[src/rtl/serial_sub_ctrl_if.sv]
// Start/busy/done handshake and operand/result bus
// for the bit-serial subtractor.
interface serial_sub_ctrl_if #(
  parameter int WIDTH = 8
);
  logic             start;
  logic [WIDTH-1:0] a;
  logic [WIDTH-1:0] b;
  logic             bin;
  logic             busy;
  logic             done;
  logic [WIDTH-1:0] d;
  logic             bout;

  modport master (
    output start, a, b, bin,
    input  busy, done, d, bout
  );

  modport slave (
    input  start, a, b, bin,
    output busy, done, d, bout
  );
endinterface

[src/rtl/serial_sub_ctrl.sv]
// Bit-serial subtractor: D = A - B - BIN, one
// full-subtractor cell per clock, LSB first.
module serial_sub_ctrl #(
  parameter int WIDTH = 8
) (
  input logic               clk,
  input logic               rst,
  serial_sub_ctrl_if.slave  bus
);
  localparam int CW = (WIDTH > 1) ? $clog2(WIDTH) : 1;

  typedef enum logic [1:0] {
    IDLE,
    RUN,
    FIN
  } state_t;

  state_t           state;
  state_t           state_nx;
  logic [WIDTH-1:0] sa;
  logic [WIDTH-1:0] sb;
  logic [WIDTH-1:0] sr;
  logic [WIDTH-1:0] sr_nx;
  logic [WIDTH-1:0] d_q;
  logic             bout_q;
  logic             brw;
  logic [CW-1:0]    cnt;
  logic             last;
  logic             ca;
  logic             cb;
  logic             cell_d;
  logic             cell_bo;

  assign ca      = sa[0];
  assign cb      = sb[0];
  assign cell_d  = ca ^ cb ^ brw;
  assign cell_bo = (~ca & cb) | (~(ca ^ cb) & brw);
  assign last    = (cnt == CW'(WIDTH - 1));

  // Result enters at the MSB so it is aligned after WIDTH steps.
  assign sr_nx = (sr >> 1) | (WIDTH'(cell_d) << (WIDTH - 1));

  always_comb begin
    state_nx = state;
    unique case (state)
      IDLE:    if (bus.start) state_nx = RUN;
      RUN:     if (last) state_nx = FIN;
      FIN:     state_nx = IDLE;
      default: state_nx = IDLE;
    endcase
  end

  always_ff @(posedge clk) begin
    if (rst) begin
      state  <= IDLE;
      sa     <= '0;
      sb     <= '0;
      sr     <= '0;
      brw    <= 1'b0;
      cnt    <= '0;
      d_q    <= '0;
      bout_q <= 1'b0;
    end else begin
      state <= state_nx;
      unique case (state)
        IDLE: begin
          if (bus.start) begin
            sa  <= bus.a;
            sb  <= bus.b;
            brw <= bus.bin;
            cnt <= '0;
          end
        end
        RUN: begin
          sa  <= sa >> 1;
          sb  <= sb >> 1;
          sr  <= sr_nx;
          brw <= cell_bo;
          cnt <= cnt + CW'(1);
          if (last) begin
            d_q    <= sr_nx;
            bout_q <= cell_bo;
          end
        end
        default: ;
      endcase
    end
  end

  assign bus.busy = (state == RUN);
  assign bus.done = (state == FIN);
  assign bus.d    = d_q;
  assign bus.bout = bout_q;
endmodule
[src/flat_wrapper.sv]
// flat-port wrapper written by rule: the top's interface ports become plain ports
module serial_sub_ctrl_flat 
#(
  parameter int WIDTH = 8
)
  (clk, rst, bus_start, bus_a, bus_b, bus_bin, bus_busy, bus_done, bus_d, bus_bout);
  serial_sub_ctrl_if #(.WIDTH(WIDTH)) bus_i ();
  input logic clk;
  input logic rst;
  input wire logic [$bits(bus_i.start)-1:0] bus_start;
  input wire logic [$bits(bus_i.a)-1:0] bus_a;
  input wire logic [$bits(bus_i.b)-1:0] bus_b;
  input wire logic [$bits(bus_i.bin)-1:0] bus_bin;
  output wire logic [$bits(bus_i.busy)-1:0] bus_busy;
  output wire logic [$bits(bus_i.done)-1:0] bus_done;
  output wire logic [$bits(bus_i.d)-1:0] bus_d;
  output wire logic [$bits(bus_i.bout)-1:0] bus_bout;
  assign bus_i.start = bus_start;
  assign bus_i.a = bus_a;
  assign bus_i.b = bus_b;
  assign bus_i.bin = bus_bin;
  assign bus_busy = bus_i.busy;
  assign bus_done = bus_i.done;
  assign bus_d = bus_i.d;
  assign bus_bout = bus_i.bout;
  serial_sub_ctrl #(.WIDTH(WIDTH)) u_core (.clk(clk), .rst(rst), .bus(bus_i));
endmodule
[config.mk]
export PLATFORM = sky130hd
export DESIGN_NAME = serial_sub_ctrl_flat
export DESIGN_NICKNAME = d
export VERILOG_FILES = /design/src/rtl/serial_sub_ctrl_if.sv /design/src/rtl/serial_sub_ctrl.sv /design/src/flat_wrapper.sv
export SDC_FILE = /design/constraint.sdc
export NUM_CORES = 1
export LEC_CHECK = 0
export ABC_CLOCK_PERIOD_IN_PS = 1600
export BUFFER_PORTS_ARGS = -buffer_cell sky130_fd_sc_hd__clkbuf_2
export CAP_MARGIN = 40
export CORE_MARGIN = 8
export CORE_UTILIZATION = 35
export CTS_CLUSTER_DIAMETER = 200
export DETAILED_ROUTE_END_ITERATION = 7
export PLACE_DENSITY = 0.56
export SLEW_MARGIN = 25
export SYNTH_ARGS = -nofsm -noshare
export SYNTH_HDL_FRONTEND = slang
export SYNTH_SLANG_ARGS = --single-unit
[constraint.sdc]
create_clock -name clk -period 1.6 [get_ports clk]
set_clock_uncertainty 0.15 [all_clocks]
set_input_delay 0.08 -clock clk [delete_from_list [all_inputs] [get_ports clk]]
set_output_delay 0.08 -clock clk [all_outputs]
set_load 0.01 [all_outputs]
==> flow_metrics.env, run 1 <==
export IMPL_synth_seq_cells=38
export IMPL_postLayoutCellArea_sq_mm=0.002195
export IMPL_rows=25
export IMPL_grt_pass1_vias=1236
export IMPL_ys_top_cells_by_area="dfxtp_1 (44%), a211oi_2 (11%), mux2i_1 (9.3%)"
export IMPL_synth_xor_area_share_pct=0
export IMPL_p_leak_nw=0.8758
export IMPL_slew_violations=0
export IMPL_setup_tns_ns=0
export IMPL_yosysTopAreaCell="dfxtp_1"
export IMPL_initialDrtViolationCount=79
export IMPL_crit_path_start_kind="flop"
export IMPL_synth_top_family_by_area="compound AO/OA/AOI/OAI gates"
export IMPL_place_gp_congestion=0.6762
export IMPL_max_cap_viol_count=0
export IMPL_cts_tree="built"
export IMPL_path_max_fanout=10
export IMPL_fillers=479
export IMPL_synth_compound_area_share_pct=19.48
export IMPL_synth_warnings=0
export IMPL_tightest_slew_ns=0.2198
export IMPL_cts_root_buf="clkbuf_8"
export IMPL_crit_type="reg2reg"
export IMPL_power_total_mw=2.097
export IMPL_port_buffers=30
export IMPL_ant_nets=0
export IMPL_start_util_pct=36.34
export IMPL_fin_crit_sh_pct=90.18
export IMPL_synth_main_ff_cell="dfxtp_1"
export IMPL_wl_um=3219
export IMPL_period_needed_ns=1.443
export IMPL_synthMuxAreaShare_pct=9.269
export IMPL_syn_inst=174
export IMPL_finalHoldViolCount=0
export IMPL_cts_sinks=38
export IMPL_vias=1295
export IMPL_htreeDepth=2
export IMPL_pin_count=31
export IMPL_synth_edff_count=0
export IMPL_power_density_mw_per_mm2=955.4
export IMPL_syn_avg_cell_area_sq_um=9.931
export IMPL_die_x_um=86.26
export IMPL_antenna_cells=0
export IMPL_grt_overflow_total=0
export IMPL_fp_coreArea_sq_mm=0.004755
export IMPL_setup_viol=0
export IMPL_yosysTopAreaCellShare_pct=44.03
export IMPL_synth_fa_ha_area_share_pct=2.607
export IMPL_min_delay_path_class="in2reg"
export IMPL_via_per_inst=4.481
export IMPL_path_clk_slew_ns=0.08
export IMPL_syn_to_final_growth_pct=27.01
export IMPL_synth_simple_area_share_pct=16.58
export IMPL_netlist_area_sq_mm=0.001728
export IMPL_clk_latency_ns=0.29
export IMPL_critPathBufInv=0
export IMPL_placed_area_sq_mm=0.001934
export IMPL_worstPathArrival_ns=1.51
export IMPL_synthArstFlopShare_pct=0
export IMPL_firstDrtPassIters=4
export IMPL_cp_top_family="adder cells"
export IMPL_crit_path_cell_trace="ha_1 > ha_1 > and3b_2 > a211oi_1"
export IMPL_grt_max_degree=39
export IMPL_track_usage_pct=9.443
export IMPL_ys_types=27
export IMPL_critPathCaptureType="flop"
export IMPL_critical_path_required_ns=1.66
export IMPL_synth_seq_area_share_pct=44.03
export IMPL_slew_headroom_pct=85.27
export IMPL_numCtsBuffers=5
export IMPL_die_area_sq_mm=0.007441
export IMPL_hpwl_um=2230
export IMPL_nets=244
export IMPL_die_y_um=86.26
export IMPL_ctsLongestPathBuffers=2
export IMPL_vdd_drop_max_uv=499.9
export IMPL_crit_top_cell="ha_1"
export IMPL_synth_common_cells="dfxtp_1 (38), nand2_1 (30), a21oi_1 (17), mux2i_1 (16), a211oi_2 (15)"
export IMPL_dp_cells=266
export IMPL_drive_gt1_share_pct=36.04
export IMPL_outcome="complete, no violations"
export IMPL_rsz0062_at_grt="no"
export IMPL_wl_per_cell_um=11.14
export IMPL_crit_slowest_cell="dfxtp_1"
export IMPL_slowest_delay_ns=0.31
export IMPL_fmax_ghz=0.6931
export IMPL_drc=0
export IMPL_synth_nets=197
export IMPL_stdcell_count=289
export IMPL_yosysMostFrequentCell="dfxtp_1"
export IMPL_grt_pass1_wl_um=5602
export IMPL_grt_antenna_before_repair=0
-- placed cells by master (no fill, tap or decap), types with 2 or more instances in the layout --
cell type | synthesis | final
clkbuf_8 | 0 | 5
a211oi_2 | 15 | 15
a21oi_1 | 17 | 17
clkinv_2 | 0 | 2
mux2i_1 | 16 | 16
ha_1 | 2 | 2
buf_12 | 2 | 2
clkbuf_2 | 0 | 30
buf_4 | 7 | 7
nand2_1 | 30 | 30
o21ai_0 | 2 | 2
dlygate4sd3_1 | 0 | 15
dfxtp_1 | 38 | 38
nor2_1 | 7 | 7
nand4bb_1 | 2 | 2
nor2_2 | 14 | 14
a211oi_1 | 2 | 2
inv_1 | 4 | 4
a22oi_1 | 2 | 2
-- worst reg2reg max path, stage by stage, from the launching register on --
cell	delay (ns)
dfxtp_1	0.31
ha_1	0.19
ha_1	0.21
and3b_2	0.28
a211oi_1	0.23
-- layer usage --
layer  vias up  routed length (um)  track usage (%)
met3         5                 132            3.875
li1        689                   -                -
met2        19                1469            14.56
met5         -                   0                0
met1       582                1558            11.20
met4         0                  59            4.225
-- path summary, 6_finish.rpt --
kind	cells past startpoint	slack, ns	start	endpoint
max	4	0.16	u_core.cnt[0]$_SDFFE_PP0P_	u_core.bus.bout$_SDFFE_PP0P_
min	3	0.003	bus_a[0]	u_core.sa[0]$_SDFFE_PP0P_
min reg2reg	2	0.31	u_core.bus.d[2]$_SDFFE_PP0P_	u_core.bus.d[2]$_SDFFE_PP0P_
max reg2reg	4	0.16	u_core.cnt[0]$_SDFFE_PP0P_	u_core.bus.bout$_SDFFE_PP0P_
-- state kept, by name (all words and copies together), names as in the netlist --
name,flops
u_core.brw,1
u_core.bus.bout,1
u_core.bus.d,8
u_core.cnt,3
u_core.sa,8
u_core.sb,8
u_core.sr,7
u_core.state,2
-- repair_timing --
| item | 4_1_cts | 5_1_grt |
|---|---|---|
| hold endpoints to repair | 15 | 0 |
| gates resized for setup | 0 | 1 |
| hold buffers | 15 | 0 |
| buffers inserted | 0 | 0 |
| setup endpoints to repair | 0 | 8 |
-- through the flow --
stage | utilization [%] | setup slack, ns | hold WS (ns)
final | 46.16 | 0.1571 | 0.003000
after global routing | 46.16 | 0.03566 | 0.008953
after CTS | 46.13 | 0.04434 | 0.002374
after detailed placement | 40.68 | 0.04907 | 0.2106
after global placement | 40.68 | 0.08839 | 0.1988
after floorplan | - | 0.1552 | 0.1034
-- layout make-up --
cell class | instances | area (sq um) | share of cell area, %
Multi-Input combinational cell | 117 | 829.5 | 37.80
Inverter | 5 | 18.77 | 0.8552
Tap cell | 67 | 83.83 | 3.820
Sequential cell | 38 | 760.7 | 34.66
Timing Repair Buffer | 54 | 392.9 | 17.90
Clock buffer | 5 | 68.82 | 3.136
Clock inverter | 3 | 40.04 | 1.824
-- where the power goes --
part | total [mW] | switching (mW) | internal, mW
clock network | 0.792 | 0.333 | 0.459
logic | 0.283 | 0.136 | 0.147
registers | 1.02 | 0.0306 | 0.991
-- cells by family after synthesis --
| group | Yosys count |
|---|---|
| compound gates | 40 |
| simple gates | 58 |
| buf+inv | 19 |
| mux | 16 |
| flops | 38 |
| fa+ha+maj | 3 |
No activity file was read; power rests on OpenSTA's default activity.
==> run 2, diff against run 1 <==
--- a/config.mk
+++ b/config.mk
@@ -12,7 +12,6 @@
 export CORE_UTILIZATION = 35
 export CTS_CLUSTER_DIAMETER = 200
 export DETAILED_ROUTE_END_ITERATION = 7
-export PLACE_DENSITY = 0.56
 export SLEW_MARGIN = 25
 export SYNTH_ARGS = -nofsm -noshare
 export SYNTH_HDL_FRONTEND = slang
==> run 2 against run 1 <==
Net effect: utilization down 1.1 points; critical endpoint is now u_core.bus.d[2]$_SDFFE_PP0P_; largest cell class unchanged; setup slack worse by 0.054 ns; total power down 9.4%; clock power down 24%.
==> flow_metrics.env, run 2 (synthesized netlist as in run 1, its figures left out) <==
export IMPL_rows=25
export IMPL_nets=240
export IMPL_layout_commonest_cell="dfxtp_1"
export IMPL_htreeDepth=2
export IMPL_vias=1313
export IMPL_max_cap_viol_count=0
export IMPL_setup_tns_ns=0
export IMPL_grt_max_degree=39
export IMPL_setup_viol=0
export IMPL_fp_coreArea_sq_mm=0.004755
export IMPL_worstPathArrival_ns=1.52
export IMPL_dp_cells=265
export IMPL_drc=0
export IMPL_drive_gt1_share_pct=38.25
export IMPL_start_util_pct=36.34
export IMPL_cts_root_buf="clkbuf_8"
export IMPL_antenna_cells=0
export IMPL_port_buffers=30
export IMPL_slew_violations=0
export IMPL_syn_to_final_growth_pct=24.04
export IMPL_die_x_um=86.26
export IMPL_grt_overflow_total=0
export IMPL_p_leak_nw=0.8472
export IMPL_place_gp_congestion=0.7125
export IMPL_finalHoldViolCount=0
export IMPL_regArea_sq_um=762.0
export IMPL_cts_sinks=38
export IMPL_outcome="complete, no violations"
export IMPL_preCtsSetupSlack_ns=-0.01298
export IMPL_fin_crit_sh_pct=93.54
export IMPL_initialDrtViolationCount=72
export IMPL_swShare_pct=25.20
export IMPL_wl_um=3388
export IMPL_slew_headroom_pct=83.78
export IMPL_grt_antenna_before_repair=0
export IMPL_power_frac_comb_pct=14.5
export IMPL_ctsLongestPathBuffers=2
export IMPL_p_switching_mw=0.4790
export IMPL_pin_count=31
export IMPL_grt_pass1_vias=1249
export IMPL_period_needed_ns=1.497
export IMPL_clk_latency_ns=0.28
export IMPL_crit_path_start_kind="flop"
export IMPL_grt_pass1_wl_um=5754
export IMPL_crit_type="reg2reg"
export IMPL_fillers=463
export IMPL_p_clk_share_pct=31.6
export IMPL_hpwl_um=2351
export IMPL_final_cell_mix="dfxtp_1 (37), nand2_1 (30), clkbuf_2 (30)"
export IMPL_multi_input_area_sq_um=837.1
export IMPL_power_total_mw=1.900
export IMPL_stdcell_count=284
export IMPL_vdd_drop_max_uv=382.2
export IMPL_firstDrtPassIters=4
export IMPL_numCtsBuffers=5
export IMPL_critPathCaptureType="flop"
export IMPL_min_delay_path_class="in2reg"
export IMPL_critical_path_required_ns=1.62
export IMPL_tightest_slew_ns=0.2434
export IMPL_wl_per_cell_um=11.93
export IMPL_p_int_mw=1.422
export IMPL_cts_tree="built"
export IMPL_path_max_fanout=6
export IMPL_power_density_mw_per_mm2=886.7
export IMPL_path_clk_slew_ns=0.07
export IMPL_via_per_inst=4.623
export IMPL_fmax_ghz=0.6682
export IMPL_track_usage_pct=9.723
export IMPL_worst_slack_ns=0.1034
export IMPL_rsz0062_at_grt="no"
export IMPL_die_y_um=86.26
export IMPL_power_frac_seq_pct=53.9
export IMPL_ant_nets=0
export IMPL_die_area_sq_mm=0.007441
## run 2: changes by cell type in the layout (fill, tap and decap cells not counted), sizes merged
cell,previous run,this run
dlygate4sd3,15,10
buf,9,10
bufinv,1,0
## run 2: per-stage QoR
| step | hold WS (ns) | cell area, sq um | utilization (%) |
|---|---|---|---|
| after detailed placement | 0.2234 | 1927 | 40.53 |
| after CTS | 0.0008588 | 2107 | 44.32 |
| after global routing | 0.01515 | 2143 | 45.08 |
| final | 0.007577 | 2143 | 45.08 |
| after global placement | 0.2065 | 1927 | 40.53 |
| after floorplan | 0.1034 | 1728 | - |
## run 2: critical path, cell delays in order (launching register included)
cell and delay [ns]:
dfxtp_2 0.33, ha_1 0.19, ha_2 0.19, and3b_2 0.26, buf_4 0.15, nand2_1 0.05
a21oi_1 0.05
## run 2: final cells by class
cell class              instances  area share [%]
clock inverters                 2          0.4670
clock buffers                   5           3.211
inverters                       5          0.8757
well taps                      67           3.911
flip-flops and latches         38           35.55
multi-input cells             117           39.05
repair buffers                 50           16.93
## run 2: worst paths after layout
path | from | to | slack [ns] | cells after the start
max | u_core.cnt[0]$_SDFFE_PP0P_ | u_core.bus.d[2]$_SDFFE_PP0P_ | 0.10 | 6
min | bus_b[4] | u_core.sb[4]$_SDFFE_PP0P_ | 0.008 | 3
min reg2reg | u_core.cnt[0]$_SDFFE_PP0P_ | u_core.cnt[0]$_SDFFE_PP0P_ | 0.29 | 1
max reg2reg | u_core.cnt[0]$_SDFFE_PP0P_ | u_core.bus.d[2]$_SDFFE_PP0P_ | 0.10 | 6
## run 2: timing repair
item                       4_1_cts  5_1_grt
pin swaps                        0        0
cloned                           0        0
setup endpoints to repair        1        1
buffers inserted                 0        2
hold endpoints to repair         9        0
gates resized for setup          1        3
hold buffers                    10        0
## run 2: metal layers
layer	wire length [um]	global-route usage, %	vias up	share of wire (%)
met3	153	3.214	4	4.5
met4	64	5.164	0	1.9
met1	1599	11.44	607	47
li1	-	-	680	-
met2	1571	15.33	22	46
met5	0	0	-	0
## run 2: power groups by stage
stage | clock (mW) | combinational (mW) | sequential [mW]
6_report | 0.601 | 0.276 | 1.02
5_1_grt | 0.671 | 0.303 | 1.03
4_1_cts | 0.625 | 0.278 | 1.02
3_5_place_dp | 0 | 0.258 | 1.04
3_3_place_gp | 0 | 0.255 | 1.04
2_1_floorplan | 0 | 0.208 | 1.04
==> run 3, diff against run 2 <==
--- a/config.mk
+++ b/config.mk
@@ -5,7 +5,7 @@
 export SDC_FILE = /design/constraint.sdc
 export NUM_CORES = 1
 export LEC_CHECK = 0
-export ABC_CLOCK_PERIOD_IN_PS = 1600
+export ABC_CLOCK_PERIOD_IN_PS = 1800
 export BUFFER_PORTS_ARGS = -buffer_cell sky130_fd_sc_hd__clkbuf_2
 export CAP_MARGIN = 40
 export CORE_MARGIN = 8
==> constraint.sdc (replaced) <==
create_clock -name clk -period 1.8 [get_ports clk]
set_clock_uncertainty 0.15 [all_clocks]
set_input_delay 0.09 -clock clk [delete_from_list [all_inputs] [get_ports clk]]
set_output_delay 0.09 -clock clk [all_outputs]
set_load 0.01 [all_outputs]
==> run 3 against run 2 <==
Net effect: maximum frequency down 8.4%; worst hold slack worse by 0.0021 ns; cell count down 0.70%; register-to-register slack better by 0.06 ns; die area unchanged; combinational power down 14%; final area down 1.2%; non-clock buffer count down 3.
==> flow_metrics.env, run 3 (synthesized netlist as in run 1, its figures left out) <==
export IMPL_outcome="complete, no violations"
export IMPL_crit_type="reg2reg"
export IMPL_drive_gt1_share_pct=35.35
export IMPL_wl_um=3338
export IMPL_tightest_slew_ns=0.4856
export IMPL_post_cts_buffers=0
export IMPL_ctsLongestPathBuffers=2
export IMPL_swShare_pct=23.94
export IMPL_cp_startpoint="u_core.state[0]$_SDFFE_PP0P_"
export IMPL_final_cell_mix="dfxtp_1 (38), nand2_1 (30), clkbuf_2 (30)"
export IMPL_p_clk_share_pct=38.0
export IMPL_power_frac_seq_pct=49.2
export IMPL_slowest_delay_ns=0.55
export IMPL_r2r_start="u_core.state[0]$_SDFFE_PP0P_"
export IMPL_p_switching_mw=0.4429
export IMPL_path_clk_slew_ns=0.07
export IMPL_rr_worst_depth=4
export IMPL_vias=1278
export IMPL_dp_cells=263
export IMPL_preCtsSetupSlack_ns=0.2136
export IMPL_die_y_um=86.26
export IMPL_max_cap_viol_count=0
export IMPL_fin_crit_sh_pct=90.82
export IMPL_path_max_fanout=6
export IMPL_crit_path_cell_trace="buf_4 > nand4bb_1 > dlygate4sd3_1 > a21oi_1"
export IMPL_place_gp_congestion=0.6853
export IMPL_rows=25
export IMPL_htreeDepth=2
export IMPL_power_density_mw_per_mm2=873.1
export IMPL_cts_sinks=38
export IMPL_initialDrtViolationCount=89
export IMPL_period_needed_ns=1.635
export IMPL_cp_top_family="buffers and inverters"
export IMPL_track_usage_pct=9.581
export IMPL_hpwl_um=2282
export IMPL_grt_antenna_before_repair=0
export IMPL_critical_path_required_ns=1.81
export IMPL_cts_root_buf="clkbuf_8"
export IMPL_slew_violations=0
export IMPL_grt_max_degree=39
export IMPL_setup_viol=0
export IMPL_crit_slowest_cell="dlygate4sd3_1"
export IMPL_grt_pass1_wl_um=5664
export IMPL_die_area_sq_mm=0.007441
export IMPL_worstPathArrival_ns=1.64
export IMPL_min_delay_path_class="in2reg"
export IMPL_start_util_pct=36.34
export IMPL_setup_tns_ns=0
export IMPL_clk_latency_ns=0.29
export IMPL_ant_nets=0
export IMPL_wl_per_cell_um=11.84
export IMPL_antenna_cells=0
export IMPL_min_delay_start="bus_a[2]"
export IMPL_die_x_um=86.26
export IMPL_p_leak_nw=0.8380
export IMPL_port_buffers=30
export IMPL_layout_commonest_cell="dfxtp_1"
export IMPL_finalHoldViolCount=0
export IMPL_rrSetupSlack_ns=0.17
export IMPL_stdcell_count=282
export IMPL_cts_tree="built"
export IMPL_vdd_drop_max_uv=311.3
export IMPL_pin_count=31
export IMPL_slew_headroom_pct=67.63
export IMPL_syn_to_final_growth_pct=22.59
export IMPL_worst_slack_ns=0.1653
export IMPL_fmax_ghz=0.6117
export IMPL_cts_resized=0
export IMPL_nets=237
export IMPL_power_frac_comb_pct=12.9
export IMPL_numCtsBuffers=5
export IMPL_grt_overflow_total=0
export IMPL_critPathCaptureType="flop"
export IMPL_grt_pass1_vias=1256
export IMPL_cp_num_cells=4
export IMPL_crit_path_start_kind="flop"
export IMPL_rsz0062_at_grt="no"
export IMPL_holdBufCountCts=11
export IMPL_r2r_end="u_core.sa[7]$_SDFFE_PP0P_"
export IMPL_firstDrtPassIters=4
export IMPL_critPathCapture="u_core.sa[7]$_SDFFE_PP0P_"
export IMPL_via_per_inst=4.532
export IMPL_drc=0
export IMPL_p_int_mw=1.407
export IMPL_fp_coreArea_sq_mm=0.004755
export IMPL_critPathBufInv=2
## run 3: worst reg2reg max path, delay by kind of cell, from the launching register on
kind,cells,cell delay [ns]
DFF,1,0.44
buffers and inverters,2,0.75
and+or+nand+nor,1,0.12
AOI/OAI and AO/OA,1,0.06
## run 3: cell type report
| class | instances | area [sq um] |
|---|---|---|
| Clock inverter | 3 | 40.04 |
| Inverter | 5 | 18.77 |
| Sequential cell | 38 | 760.7 |
| Fill cell | 475 | 2636 |
| Multi-Input combinational cell | 117 | 828.3 |
| Timing Repair Buffer | 47 | 317.8 |
| Tap cell | 67 | 83.83 |
| Clock buffer | 5 | 68.82 |
## run 3: worst min-delay path by stage
stage	end	slack, ns	cells past startpoint
6_report	u_core.sa[2]$_SDFFE_PP0P_	0.006	3
3_3_place_gp	u_core.sb[7]$_SDFFE_PP0P_	0.21	3
4_1_cts	u_core.sa[2]$_SDFFE_PP0P_	0.002	3
5_1_grt	u_core.sb[1]$_SDFFE_PP0P_	0.01	3
3_5_place_dp	u_core.sb[7]$_SDFFE_PP0P_	0.22	3
2_1_floorplan	u_core.sa[7]$_SDFFE_PP0P_	0.11	2
## run 3: stage by stage
step,util [%],cell area [sq um],hold slack (ns),total power [mW]
2_1_floorplan,-,1728,0.1134,1.106
3_3_place_gp,39.95,1899,0.2146,1.149
3_5_place_dp,39.95,1899,0.2219,1.151
4_1_cts,44.55,2118,0.002408,1.882
5_1_grt,44.55,2118,0.01475,1.944
6_report,44.55,2118,0.005501,1.850
## run 3: power by group through the flow
stage                     clock network, mW  logic (mW)  registers [mW]
after floorplan                           0       0.185           0.921
after global placement                    0       0.221           0.927
after detailed placement                  0       0.223           0.929
after CTS                             0.731       0.243           0.909
after global routing                  0.766       0.265           0.913
final                                 0.703       0.238           0.909
## run 3: metal layers
layer | track usage [%] | routed length, um
met2 | 15.26 | 1576
met1 | 10.93 | 1562
met5 | 0 | 0
met3 | 3.497 | 155
met4 | 5.164 | 44
